`src/rtl/ife_pkg.sv`:
```
// Shared definitions for the image-filter engine pass sequencer:
// filter modes, image geometry and sequencer state encoding.
package ife_pkg;

    localparam int unsigned IMG_W = 128;
    localparam int unsigned NPIX  = IMG_W * IMG_W;

    typedef enum logic [1:0] {
        SEL_MEAN3 = 2'd0,
        SEL_MEAN5 = 2'd1,
        SEL_MAX3  = 2'd2,
        SEL_THR   = 2'd3
    } sel_t;

    typedef enum logic [2:0] {
        IDLE   = 3'd0,
        RST    = 3'd1,
        LAUNCH = 3'd2,
        RUN    = 3'd3,
        DRAIN  = 3'd4,
        DONE   = 3'd5
    } seq_state_t;

endpackage

```
`src/rtl/ife_wdog.sv`:
```
// Progress watchdog: loads on clear, counts down while enabled,
// flags expiry once the count is exhausted.
module ife_wdog #(
    parameter int unsigned      WIDTH = 8,
    parameter logic [WIDTH-1:0] LOAD  = '1
) (
    input  logic clk,
    input  logic reset,
    input  logic clr,
    input  logic en,
    output logic expire
);

    logic [WIDTH-1:0] cnt;

    always_ff @(posedge clk) begin
        if (!reset) begin
            cnt <= LOAD;
        end else if (clr) begin
            cnt <= LOAD;
        end else if (en && cnt != '0) begin
            cnt <= cnt - 1'b1;
        end
    end

    assign expire = en && (cnt == '0);

endmodule

```
`src/rtl/ife_pass_sequencer.sv`:
```
// Runs a programmed chain of filter passes on the engine, ping-ponging
// the source/destination image banks and watching for stalls.
module ife_pass_sequencer #(
    parameter int unsigned NPIX     = ife_pkg::NPIX,
    parameter int unsigned MAX_PASS = 4,
    parameter int unsigned RST_CYC  = 2,
    parameter int unsigned WDOG     = 255
) (
    input  logic       clk,
    input  logic       reset,
    input  logic       cfg_wr,
    input  logic [1:0] cfg_idx,
    input  logic [1:0] cfg_sel,
    input  logic [2:0] cfg_len,
    input  logic       start,
    output logic       running,
    output logic       done,
    output logic       err_timeout,
    output logic       err_cfg,
    output logic [1:0] pass_idx,
    output logic       final_bank,
    output logic       eng_rst,
    output logic [1:0] eng_sel,
    input  logic       eng_busy,
    input  logic       eng_wen,
    output logic       src_bank,
    output logic       dst_bank
);

    import ife_pkg::*;

    localparam int unsigned WD_W = $clog2(WDOG + 1);

    seq_state_t  state, state_next;
    sel_t        tbl [MAX_PASS];
    logic [2:0]  len;
    logic [14:0] wcnt;
    logic [3:0]  rcnt;
    logic        idle_like, len_ok, last_pix, more_pass;
    logic        wd_clr, wd_en, wd_expire, timeout;

    always_comb begin
        idle_like = (state == IDLE) || (state == DONE);
        len_ok    = (cfg_len != 3'd0) && (cfg_len <= 3'(MAX_PASS));
        last_pix  = eng_wen && (wcnt == 15'(NPIX - 1));
        more_pass = ({1'b0, pass_idx} + 3'd1) < len;
        wd_en     = (state == LAUNCH) || (state == RUN);
        // a write strobe in the expiring cycle still counts as progress
        timeout   = wd_expire && !eng_wen;

        state_next = state;
        case (state)
            IDLE, DONE: if (start && len_ok) state_next = RST;
            RST:        if (rcnt == 4'(RST_CYC - 1)) state_next = LAUNCH;
            LAUNCH: begin
                if (timeout)       state_next = IDLE;
                else if (eng_busy) state_next = RUN;
            end
            RUN: begin
                if (last_pix)     state_next = DRAIN;
                else if (timeout) state_next = IDLE;
            end
            DRAIN:   state_next = more_pass ? RST : DONE;
            default: state_next = IDLE;
        endcase

        wd_clr  = (state_next != state) || eng_wen;
        eng_rst = !wd_en;
    end

    always_ff @(posedge clk) begin
        if (!reset) state <= IDLE;
        else        state <= state_next;
    end

    always_ff @(posedge clk) begin
        if (!reset) begin
            for (int unsigned i = 0; i < MAX_PASS; i++) tbl[i] <= SEL_MEAN3;
            len         <= '0;
            wcnt        <= '0;
            rcnt        <= '0;
            running     <= 1'b0;
            done        <= 1'b0;
            err_timeout <= 1'b0;
            err_cfg     <= 1'b0;
            pass_idx    <= '0;
            src_bank    <= 1'b0;
            final_bank  <= 1'b0;
            eng_sel     <= SEL_MEAN3;
        end else begin
            done <= 1'b0;
            rcnt <= (state == RST) ? rcnt + 4'd1 : '0;

            if (cfg_wr && idle_like) tbl[cfg_idx] <= sel_t'(cfg_sel);
            if (state == RST) eng_sel <= tbl[pass_idx];

            if (state != RUN)  wcnt <= '0;
            else if (eng_wen)  wcnt <= wcnt + 15'd1;

            if (timeout) begin
                err_timeout <= 1'b1;
                running     <= 1'b0;
            end

            case (state)
                IDLE, DONE: begin
                    if (start) begin
                        len         <= cfg_len;
                        err_timeout <= 1'b0;
                        err_cfg     <= !len_ok;
                        if (len_ok) begin
                            pass_idx <= '0;
                            src_bank <= 1'b0;
                            running  <= 1'b1;
                        end
                    end
                end
                DRAIN: begin
                    if (more_pass) begin
                        pass_idx <= pass_idx + 2'd1;
                        src_bank <= ~src_bank;
                    end else begin
                        final_bank <= ~src_bank;
                        done       <= 1'b1;
                        running    <= 1'b0;
                    end
                end
                default: ;
            endcase
        end
    end

    assign dst_bank = ~src_bank;

    ife_wdog #(
        .WIDTH (WD_W),
        .LOAD  (WD_W'(WDOG - 1))
    ) u_wdog (
        .clk    (clk),
        .reset  (reset),
        .clr    (wd_clr),
        .en     (wd_en),
        .expire (wd_expire)
    );

endmodule

```
`config.mk`:
```
export PLATFORM = sky130hd
export DESIGN_NAME = ife_pass_sequencer
export DESIGN_NICKNAME = d
export VERILOG_FILES = /design/src/rtl/ife_pkg.sv /design/src/rtl/ife_wdog.sv /design/src/rtl/ife_pass_sequencer.sv
export SDC_FILE = /design/constraint.sdc
export NUM_CORES = 1
export LEC_CHECK = 0
export CORE_AREA = 2 2 104 106
export DETAILED_ROUTE_END_ITERATION = 8
export DIE_AREA = 0 0 106 108
export PLACE_DENSITY = 0.52
export SLEW_MARGIN = 20
export SYNTH_ARGS = -nofsm -noshare
export SYNTH_HDL_FRONTEND = slang
export SYNTH_SLANG_ARGS = --single-unit
```
`constraint.sdc`:
```
create_clock -name clk -period 2.05 [get_ports clk]
set_input_delay 0.41 -clock clk [delete_from_list [all_inputs] [get_ports clk]]
set_output_delay 0.41 -clock clk [all_outputs]
set_load 0.005 [all_outputs]
```
### Yosys cells after proc, flatten, opt, wreduce, memory -nomap -nowiden

Memory sizes are Yosys's and may differ from the RTL's. A register that Yosys moved wholly into a read port is not among the register bits.
Cells that the tools add are included.

| word-level totals | value |
|---|---|
| memories | 1 |
| output and inout bits | 12 |
| input port bits | 13 |
| RAM bits | 8 |
| logic and storage cells | 95 |
| bits in registers | 41 |

| cells by class | value |
|---|---|
| bitwise logic cells | 3 |
| equality and inequality tests | 12 |
| $add $sub $neg | 5 |
| reduce and logical (&&, ||, !) cells | 28 |
| $lt $le $gt $ge | 2 |
| mux-type cells | 32 |

Memories:

| name | words | bits a word | rd ports | clocked after Yosys merged registers in | write ports | line | RTL |
|---|---|---|---|---|---|---|---|
| tbl | 4 | 2 | 1 | 1 | 4 | ife_pass_sequencer.sv:35 | `sel_t tbl [MAX_PASS];` |

Operators with widths:

| operator | number |
|---|---|
| 3-bit 2-to-1 mux | 7 |
| 1-bit 2-to-1 mux | 16 |
| 15-bit by 1-bit adder with 15-bit output (second input constant) | 1 |
| 15-bit by 14-bit equality test with 1-bit output (second input constant) | 1 |
| 3-bit one-hot mux with 5 select lines | 1 |
| 2-bit 2-to-1 mux | 5 |
| 8-bit logical NOT | 1 |
| 2-bit AND reduction | 4 |
| 8-bit nonzero test | 1 |
| 2-bit OR reduction | 4 |
| 8-bit by 1-bit subtractor with 8-bit output (second input constant) | 1 |
| 1-bit logical AND | 7 |
| 3-bit by 2-bit equality test with 1-bit output (second input constant) | 2 |
| 3-bit equality test (second input constant) | 2 |
| 2-bit inequality test (second input constant) | 3 |
| 4-bit by 1-bit adder with 4-bit output (second input constant) | 1 |
| 4-bit by 1-bit equality test with 1-bit output (second input constant) | 1 |
| 1-bit logical NOT | 4 |
| 1-bit one-hot mux with 2 select lines | 2 |
| 2-bit one-hot mux with 2 select lines | 1 |
| 4-bit AND reduction | 1 |
| 2-bit by 1-bit adder with 3-bit output (second input constant) | 1 |
| 3-bit by 1-bit equality test with 1-bit output (second input constant) | 1 |
| 3-bit <= comparator (second input constant) | 1 |
| other kinds (9) | 13 |

### Depth between registers and ports, before layout

| depth | value |
|---|---|
| word-level depth | 10 |
| gate-level depth with buffers | 6 |
| depth with buffers taken out | 6 |

### By module

From an unflattened synthesis, not the netlist that was laid out.

| unflattened totals | value |
|---|---|
| cells, all modules | 268 |
| area, all modules | 2517.4 µm² |

Modules (own cells, without submodules):

| module | times used | cells each | area an instance (µm²) |
|---|---|---|---|
| ife_pass_sequencer | 1 | 221 | 2080.7 |
| ife_wdog | 1 | 47 | 436.7 |

### Worst setup path before layout

OpenSTA, ideal clock, no wires.

| path | value |
|---|---|
| path type | input-to-reg |
| start point | input eng_wen |
| end point | register wcnt[12] |
| slack | 0.237 ns |
| stages on the path | 6 |
| data required time | 1.978 ns |
| arrival time | 1.741 ns |
| path buffers | 2 |
| library setup time | 0.072 ns |
| cells stage by stage | buf_4 -> nand4_2 -> or4_1 -> buf_2 -> or3_1 -> a21oi_1 |

RTL lines:

| element | line | RTL |
|---|---|---|
| start, declared | ife_pass_sequencer.sv:25 | `input logic eng_wen,` |
| end signal, assigned | ife_pass_sequencer.sv:98 | `else if (eng_wen) wcnt <= wcnt + 15'd1;` |
| end, declared | ife_pass_sequencer.sv:37 | `logic [14:0] wcnt;` |

==> impl_metrics.env <==
export IMPL_cts_root_buf="clkbuf_8"
export IMPL_worst_path_stages=6
export IMPL_finalCritPeriodShare=0.934
export IMPL_routed_wirelength_um=5740
export IMPL_synth_warning_count=0
export IMPL_grt_pass1_wl_um=9350
export IMPL_viasPerCell=4.42
export IMPL_synth_cell_type_count=49
export IMPL_combPwrFrac=0.119
export IMPL_clock_path_buffers=2
export IMPL_ff2ff_path_depth=6
export IMPL_ir_drop_mv=0.256
export IMPL_fin_area_um2=3230
export IMPL_start_util=0.245
export IMPL_synthFlopType="dfxtp_1"
export IMPL_finalSetupViolCount=0
export IMPL_timing_critical_path_buf_inv=2
export IMPL_seq_area_frac_synth=0.440
export IMPL_worst_setup_path_start_kind="primary input"
export IMPL_fillers=1052
export IMPL_slowest_stage="or4_1"
export IMPL_dpl_cell_count=455
export IMPL_endpoint_kind="flip-flop"
export IMPL_arrival_ps=2150
export IMPL_chipWidth_um=106
export IMPL_post_cts_buffers=0
export IMPL_grt_pass1_vias=1951
export IMPL_clk_insertion_delay_late_ps=300
export IMPL_first_pass_iters=4
export IMPL_drv_cap=0
export IMPL_power_frac_clock=0.324
export IMPL_finalHoldViolations=0
export IMPL_gp_congestion=0.790
export IMPL_outcome="finished clean"
export IMPL_switching_share=0.243
export IMPL_pwr_share_seq=0.557
export IMPL_cts_max_level=2
export IMPL_grt_setup_unrepaired="no"
export IMPL_synth_area_per_cell_um2=9.31
export IMPL_worst_pin_slew_ps=526
export IMPL_clk_pin_slew_ps=90
export IMPL_antenna_left=0
export IMPL_final_common_cell="dfxtp_1"
export IMPL_vias=2045
export IMPL_synthCells=269
export IMPL_hold_path_class="reg -> reg"
export IMPL_dp_hpwl_um=4390
export IMPL_p_int_mw=1.44
export IMPL_core_area_um2=10200
export IMPL_total_power_mw=1.90
export IMPL_final_cell_count_no_fill=463
export IMPL_nNetsFinal=347
export IMPL_grt_util_all_layers=0.102
export IMPL_synth_area_um2=2500
export IMPL_seqCellArea_um2=1100
export IMPL_diodes=0
export IMPL_fmax_mhz=522
export IMPL_antenna_found_initial=0
export IMPL_cp_slowest_stage_delay_ps=530
export IMPL_worst_ep_required_time_ps=2290
export IMPL_p_sw_mw=0.461
export IMPL_period_needed_ps=1910
export IMPL_rows=37
export IMPL_path_cells="clkdlybuf4s50_1 -> nand4_2 -> buf_4 -> or4_1 -> or3_1 -> a21oi_1"
export IMPL_multi_input_area_um2=1300
export IMPL_port_buffer_count=24
export IMPL_wl_per_cell_um=12.4
export IMPL_clock_skew_ps=8.34
export IMPL_layout_common_cells="dfxtp_1 (42), buf_4 (34), nor2_1 (30)"
export IMPL_cts_sinks=51
export IMPL_path_class="in -> reg"
export IMPL_place_area_um2=3130
export IMPL_synth_edff_count=8
export IMPL_ys_ff_latch=51
export IMPL_numCtsBuffers=5
export IMPL_path_delay_family="simple AND/OR/NAND/NOR gates"
export IMPL_holdPathStages=2
export IMPL_drcViolationCount=0
export IMPL_first_iter_violations=68
export IMPL_overflow=0
export IMPL_dieHeight_um=108
export IMPL_synth_nets=290
export IMPL_drive_gt1_frac=0.177
export IMPL_powerDensity_nw_per_um2=587
export IMPL_drv_slew=0
export IMPL_area_delta_synth_final_pct=29.2
export IMPL_async_flop_share=0
export IMPL_grt_max_degree=16
export IMPL_crit_fanout=5
export IMPL_die_area_um2=11400
export IMPL_slew_headroom=0.641
export IMPL_leakage_nw=1.18
export IMPL_io_pins=25
export IMPL_tritoncts="built"
## sequential cells by signal, indices dropped and copies added (netlist names), 2 cells and up
signal,count
state,3
rcnt,4
tbl,8
wcnt,15
u_wdog.cnt,8
len,3
pass_idx,2
eng_sel,2
## synth_stat cells, drive strengths merged, types with 2 or more instances
library cell	number	share of area
a21bo	2	0.0080
and2	7	0.017
dfxtp	43	0.34
o2111ai	2	0.0070
a31oi	3	0.0075
mux2i	8	0.032
o21ai	9	0.018
xnor2	11	0.038
clkbuf	6	0.0090
nor3b	6	0.022
or3	7	0.017
and3	4	0.010
or2	4	0.010
nor2	30	0.045
nor4	3	0.010
nand3b	2	0.0060
o2111a	2	0.0090
mux4	2	0.018
ha	8	0.040
a21oi	13	0.026
o31ai	2	0.0060
nor2b	2	0.0050
inv	18	0.027
nand4	8	0.022
or4	2	0.0060
nand3	14	0.028
xor2	7	0.024
edfxtp	8	0.096
nand2	13	0.019
a211oi	4	0.012
nor3	3	0.0060
buf	2	0.0050
nand2b	2	0.0050
## metrics by stage
step	setup WS (ps)	TNS, ps	hold WS, ps	util
2_1_floorplan	237	0	433	-
3_3_place_gp	-174	-2330	451	0.306
3_5_place_dp	-201	-2400	451	0.306
4_1_cts	52.6	0	472	0.316
5_1_grt	20.2	0	503	0.316
6_report	136	0	466	0.316
## layout make-up
cell class / instances / area share
Multi-Input combinational cell: 191 / 0.402
Inverter: 19 / 0.0221
Clock buffer: 7 / 0.0267
Tap cell: 136 / 0.0526
Timing Repair Buffer: 58 / 0.153
Sequential cell: 51 / 0.341
Clock inverter: 1 / 0.00271
## metal layers
metal | share of wire | up-vias | GRT usage
li1 | - | 1067 | -
met3 | 0.039 | 4 | 0.0235
met1 | 0.49 | 946 | 0.139
met2 | 0.46 | 28 | 0.165
met4 | 0.0068 | 0 | 0.0254
met5 | 0 | - | 0
## repair_timing
item                                    CTS  global route
endpoints found under the hold margin     0             0
endpoints found under the setup margin    1             4
pin swaps                                 0             0
cloned                                    0             0
hold buffers                              0             0
gates resized for setup                   1             2
## power groups by stage
stage / clock, mW / sequential [mW] / combinational (mW)
after global placement: 0 / 1.08 / 0.224
final: 0.615 / 1.06 / 0.227
after floorplan: 0 / 1.07 / 0.110
after global routing: 0.671 / 1.06 / 0.247
after CTS: 0.636 / 1.06 / 0.227
after detailed placement: 0 / 1.08 / 0.226
## path summary, 6_finish.rpt
kind / startpoint / end / slack (ps)
max: eng_wen / wcnt[11] / 140
min: err_timeout / err_timeout / 470
max reg2reg: pass_idx[0] / running / 210
min reg2reg: err_timeout / err_timeout / 470
## cell families (layout without fill, tap and decap cells)
kind of cell               count (synthesis)  count (layout)  share of synthesized area
AOI/OAI and AO/OA                         44              44                      0.118
xor gates and xnor gates                  18              18                     0.0630
adders and majority gates                  8               8                     0.0400
buffers and inverters                     27              85                     0.0425
DFF                                       51              51                      0.440
muxes                                     11              11                     0.0560
and+or+nand+nor                          110             110                      0.241
## worst register-to-register path: cells and delay by family (launching register included)
family	cells	cell delay (ps)
AO/OA/AOI/OAI	1	330
flip-flops	1	320
AND/OR/NAND/NOR	3	470
adder cells (fa/ha/maj)	2	610
No activity file was read; power rests on OpenSTA's default activity.
